File: config.mk
export PLATFORM = sky130hd
export DESIGN_NAME = gpio_out_capture
export DESIGN_NICKNAME = d
export VERILOG_FILES = /design/src/rtl/gpio_out_capture.sv
export SDC_FILE = /design/constraint.sdc
export NUM_CORES = 1
export LEC_CHECK = 0
export BUFFER_PORTS_ARGS = -buffer_cell sky130_fd_sc_hd__buf_4
export CAP_MARGIN = 20
export CORE_AREA = 8 8 150 152
export CTS_BUF_LIST = sky130_fd_sc_hd__clkbuf_8 sky130_fd_sc_hd__clkbuf_16
export DETAILED_ROUTE_END_ITERATION = 16
export DIE_AREA = 0 0 158 160
export PLACE_DENSITY_LB_ADDON = 0.3
export SYNTH_ARGS = -nofsm -noshare
export SYNTH_HDL_FRONTEND = slang
export SYNTH_SLANG_ARGS = --single-unit
File: constraint.sdc
create_clock -name clk -period 4.7 [get_ports clk]
set_input_delay 0.235 -clock clk [delete_from_list [all_inputs] [get_ports clk]]
set_output_delay 0.235 -clock clk [all_outputs]
set_load 0.02 [all_outputs]
File: src/rtl/gpio_out_capture.sv
// Watches the GPIO output bus, timestamps every change against a free-running
// counter, and queues the events in a small FIFO read out over valid/ready.
module gpio_out_capture #(
  parameter int unsigned WIDTH    = 8,
  parameter int unsigned DEPTH    = 8,
  parameter int unsigned TS_WIDTH = 24
) (
  input  logic                       clk,
  input  logic                       resetn,
  input  logic [WIDTH-1:0]           gpio_pin_out,
  input  logic                       capture_en,
  output logic                       ev_valid,
  input  logic                       ev_ready,
  output logic [WIDTH-1:0]           ev_value,
  output logic [TS_WIDTH-1:0]        ev_time,
  output logic [$clog2(DEPTH):0]     ev_count,
  output logic                       overflow,
  output logic [7:0]                 drop_count,
  input  logic                       clear_overflow
);

  localparam int unsigned PTR_W   = $clog2(DEPTH);
  localparam int unsigned CNT_W   = PTR_W + 1;
  localparam int unsigned ENTRY_W = TS_WIDTH + WIDTH;

  logic [TS_WIDTH-1:0] ts_q,        ts_d;
  logic [WIDTH-1:0]    prev_q,      prev_d;
  logic [PTR_W-1:0]    rd_ptr_q,    rd_ptr_d;
  logic [PTR_W-1:0]    wr_ptr_q,    wr_ptr_d;
  logic [CNT_W-1:0]    count_q,     count_d;
  logic                overflow_q,  overflow_d;
  logic [7:0]          drops_q,     drops_d;

  // Event storage carries no reset; occupancy alone decides what is valid.
  logic [ENTRY_W-1:0]  fifo_mem [DEPTH];
  logic [ENTRY_W-1:0]  head_entry;

  logic change, push_req, pop, full, push_ok, drop;

  always_comb begin
    change   = (gpio_pin_out != prev_q);
    push_req = change && capture_en;
    pop      = (count_q != '0) && ev_ready;
    full     = (count_q == CNT_W'(DEPTH));
    // A same-cycle pop frees the slot the push needs, so a full FIFO only
    // drops when nothing leaves.
    push_ok  = push_req && (!full || pop);
    drop     = push_req && full && !pop;

    ts_d     = ts_q + TS_WIDTH'(1);
    prev_d   = gpio_pin_out;
    rd_ptr_d = pop     ? rd_ptr_q + PTR_W'(1) : rd_ptr_q;
    wr_ptr_d = push_ok ? wr_ptr_q + PTR_W'(1) : wr_ptr_q;
    count_d  = count_q + CNT_W'(push_ok) - CNT_W'(pop);

    overflow_d = overflow_q;
    drops_d    = drops_q;
    if (clear_overflow) begin
      overflow_d = 1'b0;
      drops_d    = 8'd0;
    end
    if (drop) begin
      overflow_d = 1'b1;
      if (drops_d != 8'hFF) begin
        drops_d = drops_d + 8'd1;
      end
    end
  end

  always_ff @(posedge clk or negedge resetn) begin
    if (!resetn) begin
      ts_q       <= '0;
      prev_q     <= '0;
      rd_ptr_q   <= '0;
      wr_ptr_q   <= '0;
      count_q    <= '0;
      overflow_q <= 1'b0;
      drops_q    <= 8'd0;
    end else begin
      ts_q       <= ts_d;
      prev_q     <= prev_d;
      rd_ptr_q   <= rd_ptr_d;
      wr_ptr_q   <= wr_ptr_d;
      count_q    <= count_d;
      overflow_q <= overflow_d;
      drops_q    <= drops_d;
    end
  end

  always_ff @(posedge clk) begin
    if (push_ok) begin
      fifo_mem[wr_ptr_q] <= {ts_q, gpio_pin_out};
    end
  end

  always_comb begin
    head_entry = fifo_mem[rd_ptr_q];
    ev_valid   = (count_q != '0);
    ev_value   = ev_valid ? head_entry[WIDTH-1:0] : '0;
    ev_time    = ev_valid ? head_entry[ENTRY_W-1:WIDTH] : '0;
    ev_count   = count_q;
    overflow   = overflow_q;
    drop_count = drops_q;
  end

endmodule
# [Word level (Yosys, flattened, before mapping)]
# Memories as Yosys holds them, arrays and structs flattened.
# Index checks and enable logic that the tools add are counted.
[word_totals] register_bits=51 ram_bits=256 elab_cells=36 mem_count=1
[op_classes] addsub=6 eq_ne=3 mux=9 n_reduce_logical=10
[mem_list] memory="fifo_mem" depth=8 word_bits=32 read_ports=1 rd_ports_with_merged_regs=0 wr=1 line="35" text="logic [ENTRY_W-1:0] fifo_mem [DEPTH];"
[op_table] cell="$mux W8" n=4
[op_table] cell="$add A24 B1 Y24 const B" n=1
[op_table] cell="$mux W24" n=1
[op_table] cell="$add A8 B1 Y8 const B" n=1
[op_table] cell="$ne A8 B8 Y1" n=1
[op_table] cell="$ne A8 B8 Y1 const B" n=1
[op_table] cell="$add A3 B1 Y3 const B" n=2
[op_table] cell="$logic_and A1 B1 Y1" n=5
[op_table] cell="$add A4 B1 Y4" n=1
[op_table] cell="$eq A4 B4 Y1 const B" n=1
[op_table] cell="$mux W1" n=4
[op_table] cell="$reduce_bool A4 Y1" n=1
[op_table] cell="$sub A4 B1 Y4" n=1
[op_table] cell="$logic_not A1 Y1" n=2
[op_table] cell="$reduce_bool A2 Y1" n=1
[op_table] cell="$logic_or A1 B1 Y1" n=1

# [Depth between registers and ports, before layout]
[logic_depth] ltp_word=6 depth_mapped=13

# [Least setup slack after synthesis]
# No wires, ideal clock.
[synth_path] path_kind="register -> register" from="reg count_q[2] (netlist: ev_count[2])" to="mem fifo_mem[1][0] (netlist name), enable pin" setup_ns=0.461 t_arrival_ns=3.419 required_ns=4.239 path_slack_ns=0.820 path_stages_with_launch=7 path_cell_list="dfrtp_1 inv_1 ha_1 nand2b_1 nand3_1 nand3_1 nor3_1"
[synth_via] elab_chain_cells=6
[synth_rtl] element="start: declaration" line="30" text="logic [CNT_W-1:0] count_q, count_d;"
[synth_rtl] element="start signal: assignment" line="84" text="count_q <= count_d;"
[synth_rtl] element="$eq A4 B4 Y1 or $reduce_bool A4 Y1 (tied branches)" line="44, 43"
[synth_rtl] element="$logic_not A1 Y1 or $logic_and A1 B1 Y1 (tied branches)" line="47, 43"
[synth_rtl] element="$logic_or A1 B1 Y1 *" line="47" text="push_ok = push_req && (!full || pop);"
[synth_rtl] element="$logic_and A1 B1 Y1 *" line="47"
[synth_rtl] element="$mux W1 *" line="91" text="if (push_ok) begin"
[synth_rtl] element="$mux W1 (not written as such) *" line="92" text="fifo_mem[wr_ptr_q] <= {ts_q, gpio_pin_out};"
[synth_rtl] element="end: declaration" line="35"
# Mark *: on every way between the ends. The rest lies on a longest branch, timed or not.

# [Worst setup path after layout]
[layout_path] from="reg rd_ptr_q[1]" to="out ev_time[15]"
[layout_via] elab_chain_cells=2
[layout_rtl] element="start: declaration" line="28" text="logic [PTR_W-1:0] rd_ptr_q, rd_ptr_d;"
[layout_rtl] element="start signal: assignment" line="82" text="rd_ptr_q <= rd_ptr_d;"
[layout_rtl] element="$mem_v2 Z8 W32"
[layout_rtl] element="$mux W24" line="100" text="ev_time = ev_valid ? head_entry[ENTRY_W-1:WIDTH] : '0;"
[layout_rtl] element="end: declaration" line="15" text="output logic [TS_WIDTH-1:0] ev_time,"
# No other way between the ends.

==> summary.txt <==
Status
  – Status: finished, final reports clean

Power and ir drop
  – Lkg Pwr: 5.041 nW
  – Worst IR drop on VDD: approximately 0.42 mV
  – Power Density: 619.7 nW/um2
  – Total Power: 8.620 mW

Finish
  – Final net count: 722
  – Core Util, Final: 69.42%
  – Area growth, synth to finish: 15.55%
  – Layout cells sized above 1: around 28%
  – Ant diodes: 0
  – Final instance area: 13,910 um2

Yosys
  – Cell Area, Synth: 12,040 um2
  – Ranking of synthesized cells by area: edfxtp_1, mux4_2, dfrtp_1
  – Synth area leader: edfxtp_1
  – Number of synthesized flops with an enable pin: 256
  – Top-area cell type share of the netlist area: 63.85%
  – Post-synth net total: 635
  – Primary FF master, synth: edfxtp_1
  – Syn avg cell area: between 15 and 20 um2
  – Register area share after synthesis: between 70 and 80%
  – Synth warnings: 0
  – Cells after Synth: around 610
  – Netlist cell types: 42
  – Asr flop ratio synth: 16.61%
  – Seq cells post-synth: 307

STA
  – Endpoints failing setup: 0
  – Minimum clock period: 3220 ps
  – Final Hold Vio Count: 0
  – Worst slew margin: 28.25%
  – Setup TNS: 0 ps
  – Period Utilization, post-route: between 60% and 70%
  – Max frequency: 310.5 MHz
  – Max Slew Vio Count: 0
  – Worst Max-Slew Pin Slew: 1076 ps
  – Unrepaired setup endpoints after global routing: no
  – Setup Skew: 9.101 ps

Placed design
  – Final GP Congestion: 0.7544
  – Cell Area, Placed: 12,850 um2
  – DPL Wire Length: between 10 and 15 mm
  – I/O Buffers: 58

Routing
  – Routed length per instance: 23.58 um
  – Routed Antenna Nets: 0
  – Vias: slightly below 6,000
  – DR iter-0 viols: ~500
  – Initial DRT Pass Iterations: 4
  – WL final: 23.35 mm
  – Via-to-Cell Ratio: 5.976
  – Drt drc: 0

Clock tree
  – Clock-pin slew on the worst setup and hold paths: 60 ps
  – CTS buffer count: 29
  – Post-CTS Setup Repair Bufs: 0
  – CTS root buffer: clkbuf_16
  – Clk buf depth: 3
  – CTS tree: yes
  – Sink Count: approximately 310
  – H-Tree Depth: 1
  – Clk_lat worst skew: 530 ps

Flow run
  – Max Cap Violations: 0

Hold path
  – HP Class: input port to flip-flop

Floorplan
  – Die Y: ~160 um
  – Core area: 20,040 um2
  – DIE AREA: 25,280 um2
  – # IOs: 59
  – Initial core utilization: 60.08%
  – Cell Rows: 52
  – Die Wd: 158 um

Global route
  – Initial antenna violation count: 0
  – Largest net degree at the start of global routing: 52
  – Vias in the first global route: 6,318
  – GRT overflow: 0
  – First-pass GRT wire length: ~37 mm
  – Total GRT Usage: 19.00%

Worst setup path
  – Kind of critical path: flip-flop to output port
  – CP Launch Type: flip-flop
  – Critical Path RT: 4470 ps
  – Crit path DAT: 2990 ps
  – Highest net fanout along the worst path: 43
  – Setup crit end kind: output port
per-layer routing:
| metal | vias up | global-route usage, % | wire length [um] |
|---|---|---|---|
| met1 | 3081 | 25.37 | 9582 |
| li1 | 2588 | - | - |
| met4 | 0 | 6.218 | 610 |
| met5 | - | 0 | 0 |
| met3 | 50 | 3.293 | 1348 |
| met2 | 197 | 31.31 | 11810 |
area by class of cell:
cell class                 count  area [um2]
sequential                   307        8970
fill                        1262        6128
clock buffer                  32       767.0
clock inverter                21       196.4
tap                          270       337.8
multi-input combinational    264        2947
inverter                      14       52.55
timing repair buffer          82       640.6
cells by family after synthesis:
group / after synthesis / share of synthesized area [%]
flip-flops: 307 / 74.45
AND/OR/NAND/NOR: 101 / 4.209
multiplexers: 99 / 14.94
buffers and inverters: 40 / 1.445
XOR/XNOR: 38 / 2.764
AO/OA/AOI/OAI: 15 / 0.9771
adder cells (fa/ha/maj): 11 / 1.206
worst max-delay path, cell delays in order, from the launching register on:
cell and delay (ps):
dfrtp_2 1080, buf_4 500, mux4_2 370, mux2i_1 230, nor2_1 70, buf_4 180
stage by stage:
| step | hold slack, ps | setup WS, ps | cells |
|---|---|---|---|
| after detailed placement | 336.4 | 1858 | 927 |
| final | 164.8 | 1480 | 990 |
| after floorplan | -60.59 | 820.1 | 611 |
| after global routing | 188.7 | 1237 | 990 |
| after CTS | 148.3 | 1380 | 990 |
| after global placement | 331.3 | 1968 | 927 |
cell usage after synthesis (2+ instances only):
library cell  count
and3_1           12
xnor2_1          22
nor4_2            2
xor2_1           16
nor3_1            3
nor2b_1           3
nand2b_1          3
a31oi_1           3
nand4_1           5
and2_1            3
nand3_1          13
nor2_1           41
and4_1            2
buf_2            10
a31o_2            2
inv_1            13
buf_1             8
a311oi_1          2
edfxtp_1        256
a21oi_1           2
clkbuf_1          6
mux2i_1          32
mux4_2           64
nand2_1          11
dfrtp_1          51
ha_1             10
state kept, by name, indices dropped and copies added, names as in the netlist:
signal,flops
fifo_mem,256
ts_q,24
drop_count,8
prev_q,8
ev_count,4
rd_ptr_q,3
wr_ptr_q,3
overflow,1
cells in the final DEF (no fill, tap or decap), types with 10 or more instances in the layout:
cell and n:
edfxtp_1 256, dfrtp_1 48, mux2i_1 32, inv_1 21
xnor2_1 22, nand2_1 11, and3_1 12, nor2_1 35
xor2_1 16, mux4_2 64, clkbuf_16 29, dlygate4sd3_1 10
ha_1 10, buf_4 72, nand3_1 13
worst paths after layout:
check	startpoint	end	slack, ps	cells after the start
max	rd_ptr_q[1]	ev_time[15]	1480	5
min	ev_ready	rd_ptr_q[0]	160	3
max reg2reg	prev_q[4]	fifo_mem[7][22]	1830	6
min reg2reg	overflow	overflow	490	1
max in group asynchronous	resetn	rd_ptr_q[0]	3840	2
min in group asynchronous	resetn	drop_count[7]	300	2
timing repair:
item | CTS | global route
endpoints found under the hold margin | 127 | 0
endpoints found under the setup margin | 0 | 0
resized for setup | 0 | 0
hold buffers | 10 | 0
power by group:
group	internal (mW)	switching (mW)	leakage [nW]
logic	1.23	1.38	1.57
registers	3.35	0.317	2.97
clock network	1.38	0.951	0.509
Note: power is estimated with default switching activity, not from simulation.
